==> src/rtl/reg_scoreboard_if.sv <==
// Controller-to-scoreboard bundle: ID-stage write info, pipeline enables/flushes,
// and the per-register hazard codes returned to the controller.
interface reg_scoreboard_if #(
  parameter int NREG = 8,
  parameter int AW   = 3
);
  logic          regwrite_cur;
  logic [AW-1:0] wr_adr_id;
  logic          from_main_mem;
  logic          en_idex;
  logic          flush_idex;
  logic          en_exmem;
  logic          flush_exmem;
  logic          en_memwb;
  logic          flush_memwb;
  logic [2:0]    register_invalid [NREG-1:0];
  logic          pipe_empty;

  modport master (
    output regwrite_cur, wr_adr_id, from_main_mem,
    output en_idex, flush_idex, en_exmem, flush_exmem, en_memwb, flush_memwb,
    input  register_invalid, pipe_empty
  );

  modport slave (
    input  regwrite_cur, wr_adr_id, from_main_mem,
    input  en_idex, flush_idex, en_exmem, flush_exmem, en_memwb, flush_memwb,
    output register_invalid, pipe_empty
  );
endinterface

==> src/rtl/reg_scoreboard.sv <==
// Register-hazard scoreboard: tracks in-flight writes through EX/MEM/WB and
// reports a per-register stall/forward code derived purely from registered state.
module reg_scoreboard #(
  parameter int NREG = 8,
  parameter int AW   = 3
) (
  input logic             clk,
  input logic             rst_n,
  reg_scoreboard_if.slave i_bus
);

  logic          r_e_valid;
  logic [AW-1:0] r_e_adr;
  logic          r_e_ld;
  logic          r_m_valid;
  logic [AW-1:0] r_m_adr;
  logic          r_m_ld;
  logic          r_w_valid;
  logic [AW-1:0] r_w_adr;
  logic          r_w_ld;
  logic [2:0]    w_code [NREG-1:0];

  // Each slot applies flush before enable; a flush drops only the valid bit.
  always_ff @(posedge clk or negedge rst_n) begin
    if (!rst_n) begin
      r_e_valid <= 1'b0;
      r_e_adr   <= '0;
      r_e_ld    <= 1'b0;
    end else if (i_bus.flush_idex) begin
      r_e_valid <= 1'b0;
    end else if (i_bus.en_idex) begin
      r_e_valid <= i_bus.regwrite_cur;
      r_e_adr   <= i_bus.wr_adr_id;
      r_e_ld    <= i_bus.from_main_mem;
    end
  end

  always_ff @(posedge clk or negedge rst_n) begin
    if (!rst_n) begin
      r_m_valid <= 1'b0;
      r_m_adr   <= '0;
      r_m_ld    <= 1'b0;
    end else if (i_bus.flush_exmem) begin
      r_m_valid <= 1'b0;
    end else if (i_bus.en_exmem) begin
      r_m_valid <= r_e_valid;
      r_m_adr   <= r_e_adr;
      r_m_ld    <= r_e_ld;
    end
  end

  always_ff @(posedge clk or negedge rst_n) begin
    if (!rst_n) begin
      r_w_valid <= 1'b0;
      r_w_adr   <= '0;
      r_w_ld    <= 1'b0;
    end else if (i_bus.flush_memwb) begin
      r_w_valid <= 1'b0;
    end else if (i_bus.en_memwb) begin
      r_w_valid <= r_m_valid;
      r_w_adr   <= r_m_adr;
      r_w_ld    <= r_m_ld;
    end
  end

  // Youngest producer wins; W never hazards because the regfile is write-first.
  always_comb begin
    for (int i = 0; i < NREG; i++) begin
      w_code[i] = 3'd0;
      if (r_e_valid && (r_e_adr == AW'(i))) begin
        w_code[i] = r_e_ld ? 3'd1 : 3'd2;
      end else if (r_m_valid && (r_m_adr == AW'(i))) begin
        w_code[i] = 3'd3;
      end
    end
  end

  assign i_bus.register_invalid = w_code;
  assign i_bus.pipe_empty       = !(r_e_valid || r_m_valid || r_w_valid);

endmodule

==> src/flat_wrapper.sv <==
// flat-port wrapper written by rule: the top's interface ports become plain ports
module reg_scoreboard_flat 
#(
  parameter int NREG = 8,
  parameter int AW   = 3
)
  (clk, rst_n, i_bus_regwrite_cur, i_bus_wr_adr_id, i_bus_from_main_mem, i_bus_en_idex, i_bus_flush_idex, i_bus_en_exmem, i_bus_flush_exmem, i_bus_en_memwb, i_bus_flush_memwb, i_bus_register_invalid, i_bus_pipe_empty);
  reg_scoreboard_if #(.NREG(NREG), .AW(AW)) i_bus_i ();
  input logic clk;
  input logic rst_n;
  input wire logic [$bits(i_bus_i.regwrite_cur)-1:0] i_bus_regwrite_cur;
  input wire logic [$bits(i_bus_i.wr_adr_id)-1:0] i_bus_wr_adr_id;
  input wire logic [$bits(i_bus_i.from_main_mem)-1:0] i_bus_from_main_mem;
  input wire logic [$bits(i_bus_i.en_idex)-1:0] i_bus_en_idex;
  input wire logic [$bits(i_bus_i.flush_idex)-1:0] i_bus_flush_idex;
  input wire logic [$bits(i_bus_i.en_exmem)-1:0] i_bus_en_exmem;
  input wire logic [$bits(i_bus_i.flush_exmem)-1:0] i_bus_flush_exmem;
  input wire logic [$bits(i_bus_i.en_memwb)-1:0] i_bus_en_memwb;
  input wire logic [$bits(i_bus_i.flush_memwb)-1:0] i_bus_flush_memwb;
  output wire logic [$bits(i_bus_i.register_invalid)-1:0] i_bus_register_invalid;
  output wire logic [$bits(i_bus_i.pipe_empty)-1:0] i_bus_pipe_empty;
  assign i_bus_i.regwrite_cur = i_bus_regwrite_cur;
  assign i_bus_i.wr_adr_id = i_bus_wr_adr_id;
  assign i_bus_i.from_main_mem = i_bus_from_main_mem;
  assign i_bus_i.en_idex = i_bus_en_idex;
  assign i_bus_i.flush_idex = i_bus_flush_idex;
  assign i_bus_i.en_exmem = i_bus_en_exmem;
  assign i_bus_i.flush_exmem = i_bus_flush_exmem;
  assign i_bus_i.en_memwb = i_bus_en_memwb;
  assign i_bus_i.flush_memwb = i_bus_flush_memwb;
  assign i_bus_register_invalid = {>>{i_bus_i.register_invalid}};
  assign i_bus_pipe_empty = i_bus_i.pipe_empty;
  reg_scoreboard #(.NREG(NREG), .AW(AW)) u_core (.clk(clk), .rst_n(rst_n), .i_bus(i_bus_i));
endmodule
==> config.mk <==
export PLATFORM = sky130hd
export DESIGN_NAME = reg_scoreboard_flat
export DESIGN_NICKNAME = d
export VERILOG_FILES = /design/src/rtl/reg_scoreboard_if.sv /design/src/rtl/reg_scoreboard.sv /design/src/flat_wrapper.sv
export SDC_FILE = /design/constraint.sdc
export NUM_CORES = 1
export LEC_CHECK = 0
export ABC_AREA = 1
export CORE_MARGIN = 2
export CORE_UTILIZATION = 40
export DETAILED_ROUTE_END_ITERATION = 7
export PLACE_DENSITY_LB_ADDON = 0.08
export SETUP_SLACK_MARGIN = 0.02
export SYNTH_ARGS = -nofsm -noshare
export SYNTH_HDL_FRONTEND = slang
export SYNTH_SLANG_ARGS = --single-unit
==> constraint.sdc <==
create_clock -name clk -period 1.5 [get_ports clk]
set_input_delay 0.15 -clock clk [delete_from_list [all_inputs] [get_ports clk]]
set_output_delay 0.15 -clock clk [all_outputs]
set_load 0.01 [all_outputs]
==> results of run 1 <==
==> logic make-up (layout without fill, tap and decap cells) <==
family,count (synthesis),in the layout,synth area share
compound gates,11,11,0.0697
buf+inv,23,67,0.152
flops,10,10,0.317
other cells,1,8,0.00475
simple gates,90,91,0.456
==> cell usage in the layout (no fill, tap or decap) <==
master           count
nand2_1             47
inv_1                8
nor2_2               3
nand2_4              2
nor2_1              14
clkbuf_2             2
nand2_2              9
buf_2               15
nor3_1               2
clkinv_2             1
dfrtp_1              6
clkbuf_4             3
nor2_4               7
o21ai_0              5
nand3_1              6
nand2_8              1
a21oi_1              6
inv_4                1
dfrtp_2              4
conb_1               8
clkdlybuf4s50_1     12
inv_2                2
inv_8                2
clkbuf_8             1
buf_6                4
buf_4               16
==> sequential cells by signal, summed over array words and instances, names as in the netlist <==
name,cells
u_core.r_m_valid,1
u_core.r_w_valid,1
u_core.r_e_adr,3
u_core.r_m_adr,3
u_core.r_e_valid,1
u_core.r_e_ld,1
==> repair_timing <==
item,in CTS,in global routing
buffers inserted,11,1
endpoints found under the setup margin,17,17
pin swaps,4,12
gates resized for setup,80,33
gates cloned,1,0
==> metal layers <==
| metal | vias up | track usage |
|---|---|---|
| met4 | 0 | 0.0810 |
| met1 | 448 | 0.244 |
| li1 | 500 | - |
| met2 | 36 | 0.373 |
| met5 | - | 0 |
| met3 | 8 | 0.0648 |
==> area by class of cell <==
cell class	count	area share
Multi-Input combinational cell	110	0.418
Timing Repair Buffer	49	0.281
Sequential cell	10	0.194
Inverter	14	0.0541
Clock buffer	4	0.0275
Tap cell	27	0.0256
==> stage by stage <==
stage	setup TNS (ns)	power (W)	instances	setup slack, ns
finish	0	0.000994	214	0.00195
floorplan	0	0.000502	142	0.516
CTS	-0.0462	0.000938	213	-0.0462
detailed placement	-0.417	0.000637	197	-0.0668
global route	-0.862	0.00106	214	-0.0824
global placement	-0.0997	0.000630	197	-0.0285
==> how the worst max path moves through the flow <==
stage	startpoint	end	slack (ns)	depth (start not counted)
global route	u_core.r_e_adr[1]$_DFFE_PN0P_	i_bus_register_invalid[10]	-0.08	6
floorplan	u_core.r_e_adr[0]$_DFFE_PN0P_	i_bus_register_invalid[13]	0.52	4
detailed placement	u_core.r_e_valid$_DFFE_PN0P_	i_bus_register_invalid[22]	-0.07	6
finish	u_core.r_e_adr[1]$_DFFE_PN0P_	i_bus_register_invalid[10]	0.002	6
global placement	u_core.r_e_adr[1]$_DFFE_PN0P_	i_bus_register_invalid[12]	-0.03	6
CTS	u_core.r_e_valid$_DFFE_PN0P_	i_bus_register_invalid[12]	-0.05	7
==> power by group <==
part / internal (W) / total (W) / leakage [nW] / switching (W)
clock network: 0.000147 / 0.000239 / 0.0210 / 0.0000917
logic: 0.000186 / 0.000410 / 0.592 / 0.000224
registers: 0.000304 / 0.000345 / 0.115 / 0.0000409
==> metrics.csv, run 1 <==
stage;metric;value;unit
setup_path;max incr delay on CP;0.46;ns
clocking;Clk pin slew, worst setup/hold paths;0.07;ns
finish;share of cells above drive strength 1;0.390;
global_routing;gr usage total;0.213;
yosys;ranking of synthesized cells by area;dfrtp_1 32%, nand2_1 28%, nor2_1 9.5%, buf_4 8.6%, inv_1 4.8%;
global_routing;vias in the first global route;925;
floorplan;Core Box Area;1900;um^2
finish;diode count;0;
setup_path;data arrival time of the worst path;1.35;ns
power_and_ir_drop;PD cells;754;nW/um^2
global_routing;largest net degree at the start of global routing;11;
yosys;register area share after synthesis;0.317;
setup_path;CP endpoint kind;output port;
drt;Vias/cell;4.64;
drt;Residual DRC;0;
yosys;#FFs+latches synth;10;
clocking;CTS Sinks;10;
floorplan;Die Height;48.4;um
clocking;number of hold buffers added after cts;0;
status;status;finished clean;
hold_path;worst hold path class;in -> async;
placed_design;dpl cell area;1130;um^2
finish;post-layout util;0.693;
clocking;maximum clock insertion buffer count;2;
setup_path;reg2reg path depth;5;
drt;initial detailed-routing violation count;21;
yosys;most instantiated cells after synthesis;59 x nand2_1, 20 x nor2_1, 10 x dfrtp_1, 10 x inv_1, 9 x buf_4;
setup_path;slowest CP cell;dfrtp_2;
global_routing;first-pass GRT wire length;3.88;mm
setup_path;critical path's most frequent cell;nand2_1;
yosys;largest area contributor in the netlist;dfrtp_1;
timing;Final Cycle Share;0.999;
yosys;share of flip-flops with an asynchronous set or reset;1.00;
placed_design;gp weighted congestion;0.852;
global_routing;total grt overflow;0;
floorplan;num rows;16;
setup_path;Top delay family on crit path;flip-flops;
timing;post-route minimum period;1.50;ns
clocking;Worst-Skew Late Latency;0.27;ns
drt;post-route ant nets;0;
floorplan;die area;2340;um^2
yosys;mapped cell area;790;um^2
yosys;Post-Synthesis Cells;135;
power_and_ir_drop;Leak;0.728;nW
drt;WL per Instance;11.3;um
setup_path;Critical R2R Capture;u_core.r_m_adr[1]$_DFFE_PN0P_;
placed_design;Detail Placement HPWL;1.55;mm
setup_path;WS Path Type;reg -> out;
drt;metal2 WL;1.24;mm
drt;Post-Route WL;2.42;mm
setup_path;CP startpoint kind;flop;
timing;Layout Skew;0.00702;ns
finish;post-route cell area;1320;um^2
setup_path;Critical path buffers and inverters;2;
run;Max-Cap Viols;0;
timing;Fmax;668;MHz
power_and_ir_drop;VDD IR-drop max;0.000618;V
clocking;root buffer selected by CTS;clkbuf_4;
finish;nets;201;
global_routing;antenna violations before repair;0;
clocking;total CTS buffers;3;
clocking;CTS HTree Levels;1;
setup_path;Critical Path, Cell by Cell;nand2_1, inv_1, nand2_1, nand2_1, nand2_1, buf_2;
yosys;count leader, synth;nand2_1;
setup_path;r2r setup slk;0.39;ns
yosys;Yosys cell types;14;
finish;fillers;165;
setup_path;Critical Path RT;1.35;ns
floorplan;I/O pins;38;
yosys;Synth warnings;0;
finish;Area Growth Syn to Fin;66.9;%
finish;FF+latch area;255;um^2
yosys;EDFF count, synth;0;
placed_design;PortBufs;29;
drt;vias post-DR;992;
timing;Setup Viol. Count Final;0;
timing;Hold Slack;0.190;ns
timing;RSZ-0062 raised after global routing;true;
floorplan;initial core utilization;0.415;
clocking;CTS tree;done;
timing;Final Hold Vio Count;0;
floorplan;Die Span X;48.4;um
setup_path;critical path fanouts, max;4;
timing;Max Slew Vio Count;0;
yosys;Avg Inst Size Synth;5.85;um^2
setup_path;R2R Path Start;u_core.r_e_adr[1]$_DFFE_PN0P_;
drt;met3 WL;165;um
yosys;top_reg_cell synth;dfrtp_1;
drt;Top Layer Used;met4;
drt;router iterations before antenna repair;4;
yosys;share of the synthesized area in the top cell type;0.317;
finish;area of the multi-input gates;551;um^2
drt;DRT met1 WL;960;um
Power figures use the tool's default switching activity.
==> run 2, diff against run 1 <==
--- a/config.mk
+++ b/config.mk
@@ -8,6 +8,8 @@
 export ABC_AREA = 1
 export CORE_MARGIN = 2
 export CORE_UTILIZATION = 40
+export CTS_CLUSTER_DIAMETER = 120
+export CTS_CLUSTER_SIZE = 16
 export DETAILED_ROUTE_END_ITERATION = 7
 export PLACE_DENSITY_LB_ADDON = 0.08
 export SETUP_SLACK_MARGIN = 0.02
==> results of run 2 <==
No change in the layout: final DEF, timing and power equal those of run 1.
